==> src/rtl/fp_add_arbiter.sv <==
`default_nettype none
// ============================================================================
//  Module   : fp_add_arbiter
//  Purpose  : Round-robin arbiter that shares one combinational
//             single-precision FP adder among NUM_REQ requesters. The winning
//             operands are registered, the adder is driven for one cycle, and
//             the captured sum is returned with the requester ID over a
//             valid/ready response channel. One operation in flight at a time.
//  Options  : FP_ARB_SUB_EN - adds req_sub; a set bit flips the sign of
//             operand B so the adder computes A-B.
//  Ports    : clk, rst_n          clock / async active-low reset
//             req_valid/ready    per-requester handshake (ready is one-hot)
//             req_a, req_b       packed operands, 32 bits per requester
//             req_sub            per-requester subtract (FP_ARB_SUB_EN only)
//             add_a/add_b/add_en shared adder operands and enable
//             add_o              shared adder sum (combinational)
//             rsp_valid/ready    response handshake
//             rsp_data, rsp_id   sum bit pattern and owning requester
//             busy               high while an operation is outstanding
//  Revision : 1.0 - initial release
// ============================================================================
module fp_add_arbiter #(
    parameter int NUM_REQ = 4,
    parameter int ID_W    = 2
) (
    input  logic                   clk,
    input  logic                   rst_n,
    input  logic [NUM_REQ-1:0]     req_valid,
    input  logic [NUM_REQ*32-1:0]  req_a,
    input  logic [NUM_REQ*32-1:0]  req_b,
`ifdef FP_ARB_SUB_EN
    input  logic [NUM_REQ-1:0]     req_sub,
`endif
    output logic [NUM_REQ-1:0]     req_ready,
    output logic [31:0]            add_a,
    output logic [31:0]            add_b,
    output logic                   add_en,
    input  logic [31:0]            add_o,
    output logic                   rsp_valid,
    input  logic                   rsp_ready,
    output logic [31:0]            rsp_data,
    output logic [ID_W-1:0]        rsp_id,
    output logic                   busy
);

    localparam logic [ID_W-1:0] c_LAST_IDX = ID_W'(NUM_REQ - 1);
    localparam logic [ID_W:0]   c_NUM_REQ  = (ID_W+1)'(NUM_REQ);

    typedef enum logic [1:0] {
        ST_IDLE = 2'd0,
        ST_EXEC = 2'd1,
        ST_RESP = 2'd2
    } state_t;

    state_t              r_state;
    logic [ID_W-1:0]     r_rr_ptr;
    logic [ID_W-1:0]     r_id;
    logic [31:0]         r_add_a;
    logic [31:0]         r_add_b;
    logic                r_add_en;
    logic                r_rsp_valid;
    logic [31:0]         r_rsp_data;
    logic [ID_W-1:0]     r_rsp_id;
    logic                r_busy;

    logic [31:0]         w_a [NUM_REQ];
    logic [31:0]         w_b [NUM_REQ];
    logic [ID_W-1:0]     w_start;
    logic [2*NUM_REQ-1:0] w_dbl;
    logic [NUM_REQ-1:0]  w_rot;
    logic [ID_W-1:0]     w_off;
    logic [ID_W:0]       w_sum;
    logic [ID_W-1:0]     w_winner;
    logic                w_take;
    logic [31:0]         w_b_eff;

    // Unpack the flat operand buses into per-requester words.
    generate
        for (genvar gi = 0; gi < NUM_REQ; gi++) begin : g_unpack
            assign w_a[gi] = req_a[32*gi +: 32];
            assign w_b[gi] = req_b[32*gi +: 32];
        end
    endgenerate

    // Round-robin search: rotate the request vector so the bit after the
    // last winner sits at position 0, pick the lowest set bit, then map the
    // offset back to an absolute index.
    assign w_start = (r_rr_ptr == c_LAST_IDX) ? '0 : r_rr_ptr + 1'b1;
    assign w_dbl   = {req_valid, req_valid};
    assign w_rot   = w_dbl[w_start +: NUM_REQ];

    always_comb begin
        w_off = '0;
        for (int k = NUM_REQ - 1; k >= 0; k--) begin
            if (w_rot[k]) begin
                w_off = ID_W'(k);
            end
        end
    end

    assign w_sum    = {1'b0, w_start} + {1'b0, w_off};
    assign w_winner = (w_sum >= c_NUM_REQ) ? ID_W'(w_sum - c_NUM_REQ)
                                           : w_sum[ID_W-1:0];

    // Grants only in IDLE and never while reset is applied.
    assign w_take    = rst_n && (r_state == ST_IDLE) && (|req_valid);
    assign req_ready = w_take ? (NUM_REQ'(1) << w_winner) : '0;

    // Subtraction is folded in at transfer time so add_b comes straight
    // from a register during EXEC.
`ifdef FP_ARB_SUB_EN
    assign w_b_eff = req_sub[w_winner] ? {~w_b[w_winner][31], w_b[w_winner][30:0]}
                                       : w_b[w_winner];
`else
    assign w_b_eff = w_b[w_winner];
`endif

    always_ff @(posedge clk or negedge rst_n) begin
        if (!rst_n) begin
            r_state     <= ST_IDLE;
            r_rr_ptr    <= c_LAST_IDX;
            r_id        <= '0;
            r_add_a     <= '0;
            r_add_b     <= '0;
            r_add_en    <= 1'b0;
            r_rsp_valid <= 1'b0;
            r_rsp_data  <= '0;
            r_rsp_id    <= '0;
            r_busy      <= 1'b0;
        end else begin
            case (r_state)
                ST_IDLE: begin
                    if (w_take) begin
                        r_add_a  <= w_a[w_winner];
                        r_add_b  <= w_b_eff;
                        r_id     <= w_winner;
                        r_rr_ptr <= w_winner;
                        r_add_en <= 1'b1;
                        r_busy   <= 1'b1;
                        r_state  <= ST_EXEC;
                    end
                end
                ST_EXEC: begin
                    // The only cycle in which the adder output is sampled.
                    r_rsp_data  <= add_o;
                    r_rsp_id    <= r_id;
                    r_add_en    <= 1'b0;
                    r_rsp_valid <= 1'b1;
                    r_state     <= ST_RESP;
                end
                ST_RESP: begin
                    if (rsp_ready) begin
                        r_rsp_valid <= 1'b0;
                        r_busy      <= 1'b0;
                        r_state     <= ST_IDLE;
                    end
                end
                default: begin
                    r_add_en    <= 1'b0;
                    r_rsp_valid <= 1'b0;
                    r_busy      <= 1'b0;
                    r_state     <= ST_IDLE;
                end
            endcase
        end
    end

    assign add_a     = r_add_a;
    assign add_b     = r_add_b;
    assign add_en    = r_add_en;
    assign rsp_valid = r_rsp_valid;
    assign rsp_data  = r_rsp_data;
    assign rsp_id    = r_rsp_id;
    assign busy      = r_busy;

endmodule
`default_nettype wire

==> config.mk <==
export PLATFORM = sky130hd
export DESIGN_NAME = fp_add_arbiter
export DESIGN_NICKNAME = d
export VERILOG_FILES = /design/src/rtl/fp_add_arbiter.sv
export SDC_FILE = /design/constraint.sdc
export NUM_CORES = 1
export LEC_CHECK = 0
export CAP_MARGIN = 10
export CORE_MARGIN = 10
export CORE_UTILIZATION = 30
export DETAILED_ROUTE_END_ITERATION = 12
export PLACE_DENSITY = 0.77
export SYNTH_ARGS = -nofsm -noshare
export SYNTH_HDL_FRONTEND = slang
export SYNTH_SLANG_ARGS = --single-unit
==> constraint.sdc <==
create_clock -name clk -period 4.1 [get_ports clk]
set_input_delay 0.82 -clock clk [delete_from_list [all_inputs] [get_ports clk]]
set_output_delay 0.82 -clock clk [all_outputs]
set_load 0.01 [all_outputs]
==> out/results.ini, run 1 <==
[outcome]
status=completed

[global_routing]
grt_overflow=0
grt_pass1_wl_um=37700
antenna_found_initial=1
grt_usage_pct=17.5
grt_pass1_vias=6658
grt_max_degree=197

[cts]
cts_tree=built
cts_max_level=3
post_cts_resized=6
clockRootBuffer=clkbuf_16
cts.sinks=107
clock_latency_ps=350
clk_pin_slew_worst_paths_ps=70
cts_made_buffers=9
clock_path_buffers=2
hold_buffers=0
cts_setup_buffers=0

[pwr]
power.density_mw_per_mm2=804
power.leakage_nw=4.57
irDropWorstVdd_mv=0.852

[sta]
tightest_slew_ps=812
finalSetupViolations=0
worst_slack_ps=111
fmax_mhz=251
rsz0062_at_grt=false
hold_viol_final=0
relSlewSlack_pct=45.8
min_period_ps=3990
fin_hold_ws_ps=476
maxSlewViolCount=0
fin_worst_skew_ps=8.59
fin_crit_sh_pct=97.3

[yosys]
async_flop_share_pct=100
synth_warnings=0
seq_area_frac_synth_pct=42.3
syn_inst=645
synth-seq-cells=107
synth_area_sq_mm=0.00633
synth_edf_count=0
postSynthAreaPerCell_sq_um=9.82
synthDistinctLibCells=35
synth_fp_nets=942
synth_ff_type=dfrtp_1

[setup_path]
crit_chain=clkdlybuf4s50_1 > nand2b_1 > buf_4 > o22ai_1 > nand2_1 > o21ai_1 > ha_4 > xor2_2 > and4_2 > nor2_1 > nor3_1 > clkdlybuf4s15_1
timing.rr.start=r_rr_ptr[1]$_DFFE_PN1P_
worstRegToRegCells=12
end_kind=output pin
slowest_delay_ps=540
critPathBufInv=3
crit_family=buffers and inverters
slowest_stage=clkdlybuf4s50_1
rr_endpoint=add_b[21]$_DFFE_PN0P_
worst-path-max-fanout=4
r2r_slack_ps=740
cp.arrival_ps=3170
cp.required_ps=3280
critical_path_class=in -> out
critPathLaunchType=input pin

[layout]
fillCellCount=1934
multi_input_comb_area_sq_mm=0.00340
syn2layout_area_growth_pct=72.4
layout.area.seq_sq_mm=0.00268
final_nets=1309
layout-drive-gt1-share_pct=8.16
mostFrequentLayoutCell=clkdlybuf4s50_1
final_cell_mix=clkdlybuf4s50_1, mux2i_1, dfrtp_1

[die]
ioPinCount=400
die_y_um=165
die-area_sq_mm=0.0273
die_w_um=165
start_util_pct=30.3
core_area_sq_mm=0.0209
rows=53

[route]
wl_um=25500
vias_per_cell=4.96
drc=0
first_pass_iters=4
final_antenna_net_count=0
vias=6417
drt_iter0_markers=307
wire_per_inst_um=19.7

[place]
gp_congestion=0.863
place_ws_ps=-336
hpwl_um=19900
port_buffers=399

[flow_run]
timing.max_cap.violations=0

[worst_hold_path]
hold_path_depth=2
worstHoldEndpoint=r_id[0]$_DFFE_PN0P_
min_from=r_id[0]$_DFFE_PN0P_
hold_class=reg -> reg

cell usage after synthesis (2+ instances only):
cell type	number	share of area, %
inv_1	2	0.12
mux2_2	34	6.0
nor2_1	76	4.5
a21oi_1	4	0.32
buf_6	5	0.89
nor3b_1	2	0.24
o21ai_0	67	5.3
nor3_1	3	0.24
o311ai_1	57	7.9
mux2i_1	128	20
dfstp_2	2	0.83
clkbuf_1	42	2.5
buf_1	3	0.18
buf_2	12	0.95
nor2b_1	4	0.40
o21ai_1	3	0.24
dfrtp_1	105	41
ha_1	2	0.40
o311ai_0	6	0.83
and3b_1	2	0.28
nand2_1	72	4.3
tightest hold or removal path, cell delays in order (launching register included):
cell and delay [ps]:
dfrtp_1 340, nand2_1 50, nand2_1 50
per-stage QoR:
stage               std cells  TNS [ps]  util, %  power, W  cell area [sq um]
finish                   1293         0     52.3   0.00877              10900
global route             1293         0     52.3   0.00940              10900
CTS                      1292         0     52.2   0.00887              10900
detailed placement       1276     -1170     50.8   0.00794              10600
global placement         1276      -984     50.8   0.00784              10600
floorplan                 645         0        -   0.00567               6330
cells by family after synthesis:
kind of cell | count (synthesis) | share of synthesized area [%]
compound gates | 143 | 15.4
xor+xnor | 1 | 0.138
fa+ha+maj | 2 | 0.395
buf+inv | 65 | 4.74
flops | 107 | 42.3
mux | 162 | 26.3
simple gates | 165 | 10.7
flip-flops by register name, indices dropped and copies added (netlist names):
| name | flops |
|---|---|
| r_id | 2 |
| r_rr_ptr | 2 |
| rsp_valid | 1 |
| rsp_id | 2 |
| add_b | 32 |
| busy | 1 |
| rsp_data | 32 |
| r_state | 2 |
| add_en | 1 |
| add_a | 32 |
per-layer routing:
metal / GRT usage [%] / wire length, um / vias to the layer above
met5: 0 / 0 / -
met4: 4.99 / 285 / 0
met3: 5.73 / 2470 / 21
met2: 30.6 / 12900 / 272
met1: 19.9 / 9790 / 3040
li1: - / - / 3084
worst max-delay path by stage:
| stage | from | endpoint | slack, ps | cells past startpoint |
|---|---|---|---|---|
| floorplan | r_rr_ptr[0]$_DFFE_PN1P_ | req_ready[1] | 480 | 13 |
| global placement | req_valid[1] | req_ready[0] | -300 | 11 |
| detailed placement | req_valid[1] | req_ready[0] | -340 | 12 |
| CTS | req_valid[1] | req_ready[0] | 10 | 12 |
| global route | req_valid[1] | req_ready[1] | 4 | 12 |
| finish | req_valid[1] | req_ready[2] | 110 | 12 |
power breakdown:
group / switching (W) / internal, W
Sequential: 0.000276 / 0.00160
Clock: 0.000431 / 0.000487
Combinational: 0.00315 / 0.00282
area by class of cell:
class / count / share of cell area, %
tap: 275 / 3.15
sequential: 107 / 24.6
clock buffer: 9 / 2.06
clock inverter: 7 / 0.768
antenna: 1 / 0.0229
inverter: 2 / 0.0688
timing repair buffer: 419 / 38.2
multi-input combinational: 473 / 31.1
Note: power is estimated with default switching activity, not from simulation.
==> inputs of run 2 (changes only) <==
- CORE_AREA: default -> 10 10 146 148
- CORE_MARGIN: 10 -> default
- CORE_UTILIZATION: 30 -> default
- DIE_AREA: default -> 0 0 156 158
- MAX_ROUTING_LAYER: default -> met4
- PLACE_DENSITY: 0.77 -> 0.85
==> run 2 against run 1 <==
Compared with the run above: sequential power is essentially flat; setup slack better by 32 ps; maximum frequency grew 0.82%; largest cell class unchanged; largest power group unchanged; highest routed layer unchanged.
==> out/results.ini, run 2 (same netlist as run 1, synthesis figures left out) <==
[layout]
stdcell_count=1256
final_nets=1313
final_cell_mix=clkdlybuf4s50_1, mux2i_1, dfrtp_1
syn2layout_area_growth_pct=71.7
multi_input_comb_area_sq_mm=0.00340
fillCellCount=1573
layout-drive-gt1-share_pct=8.42
mostFrequentLayoutCell=clkdlybuf4s50_1
layout.area.seq_sq_mm=0.00268

[setup_path]
cp.required_ps=3280
critPathLaunchType=input pin
cp.arrival_ps=3140
critical_path_class=in -> out
end_kind=output pin
worst-path-max-fanout=4

[outcome]
status=completed

[cts]
cts_tree=built
cts_made_buffers=9
clk_pin_slew_worst_paths_ps=70
cts.sinks=107
clockRootBuffer=clkbuf_16
clock_path_buffers=2
cts_max_level=3
clock_latency_ps=350

[global_routing]
grt_pass1_wl_um=38000
grt_pass1_vias=6714
antenna_found_initial=1
grt_usage_pct=20.3
grt_overflow=0
grt_max_degree=83

[route]
wire_per_inst_um=20.6
first_pass_iters=7
final_antenna_net_count=0
vias=6542
vias_per_cell=5.21
wl_um=25900
drc=0
drt_iter0_markers=338

[sta]
rsz0062_at_grt=false
fin_hold_ws_ps=483
fmax_mhz=253
fin_worst_skew_ps=6.79
min_period_ps=3960
hold_viol_final=0
relSlewSlack_pct=36.5
tightest_slew_ps=953
fin_crit_sh_pct=96.5
setup_tns_ps=0
finalSetupViolations=0
maxSlewViolCount=0

[flow_run]
timing.max_cap.violations=0

[die]
die_w_um=156
die_y_um=158
start_util_pct=34.3
core_area_sq_mm=0.0185
rows=50
ioPinCount=400
die-area_sq_mm=0.0246

[place]
gp_congestion=0.859
port_buffers=399
hpwl_um=20600
place_inst=1237

[pwr]
power_frac_comb_pct=67.9
p_int_w=0.00497
p_seq_share_pct=21.5
power.switching_w=0.00384
power.density_mw_per_mm2=810
irDropWorstVdd_mv=0.644
clockPowerShare_pct=10.6
swShare_pct=43.6
power.leakage_nw=4.59

[worst_hold_path]
hold_class=reg -> reg

-- run 2: layout make-up --
cell class | count | area share, %
antenna | 1 | 0.0230
clock buffer | 11 | 2.14
clock inverter | 5 | 0.759
inverter | 2 | 0.0690
multi-input combinational | 473 | 31.3
sequential | 107 | 24.6
tap | 234 | 2.69
timing repair buffer | 423 | 38.4
-- run 2: critical path: stages --
cell and delay (ps):
clkdlybuf4s50_1 520, nand2b_1 90, a21oi_1 150, nor2_1 50
a21oi_1 150, o21ai_2 100, ha_4 160, xor2_1 140
buf_4 140, a31oi_4 40, or2_2 350, nor2_1 110
dlygate4sd2_1 290
-- run 2: routing by layer --
layer	vias to the layer above	GRT usage [%]	share of wire, %
li1	3105	-	-
met1	3094	21.6	38
met2	304	35.2	51
met3	39	6.81	8.5
met4	0	6.38	2.5
met5	-	-	0
-- run 2: what timing repair did --
item | 4_1_cts | 5_1_grt
buffers inserted | 0 | 2
endpoints found under the setup margin | 4 | 3
hold buffers | 0 | 0
gates resized for setup | 6 | 4
-- run 2: path summary, 6_finish.rpt --
check                           cells past startpoint                     to               startpoint  slack, ps
worst max register to register                     13  add_a[30]$_DFFE_PN0P_  r_rr_ptr[0]$_DFFE_PN1P_        610
worst max-delay path                               13           req_ready[1]             req_valid[1]        140
min in group asynchronous                           2    r_id[0]$_DFFE_PN0P_                    rst_n        550
max in group asynchronous                           3  add_a[26]$_DFFE_PN0P_                    rst_n       2210
worst min-delay path                                2   add_a[0]$_DFFE_PN0P_     add_a[0]$_DFFE_PN0P_        480
worst min register to register                      2   add_a[0]$_DFFE_PN0P_     add_a[0]$_DFFE_PN0P_        480
-- run 2: power by group through the flow --
stage	combinational, W	clock [W]	sequential (W)
6_report	0.00598	0.000937	0.00189
5_1_grt	0.00647	0.00101	0.00196
4_1_cts	0.00601	0.000969	0.00190
3_5_place_dp	0.00599	0	0.00191
3_3_place_gp	0.00591	0	0.00189
2_1_floorplan	0.00356	0	0.00211
-- run 2: metrics by stage --
stage	cell area [sq um]	worst slack (ps)	utilization [%]	total power [W]
2_1_floorplan	6330	483	-	0.00567
6_report	10900	144	58.9	0.00881
4_1_cts	10900	79.7	58.8	0.00887
5_1_grt	10900	12.5	58.9	0.00944
3_3_place_gp	10500	-281	57.1	0.00780
3_5_place_dp	10500	-376	57.1	0.00790
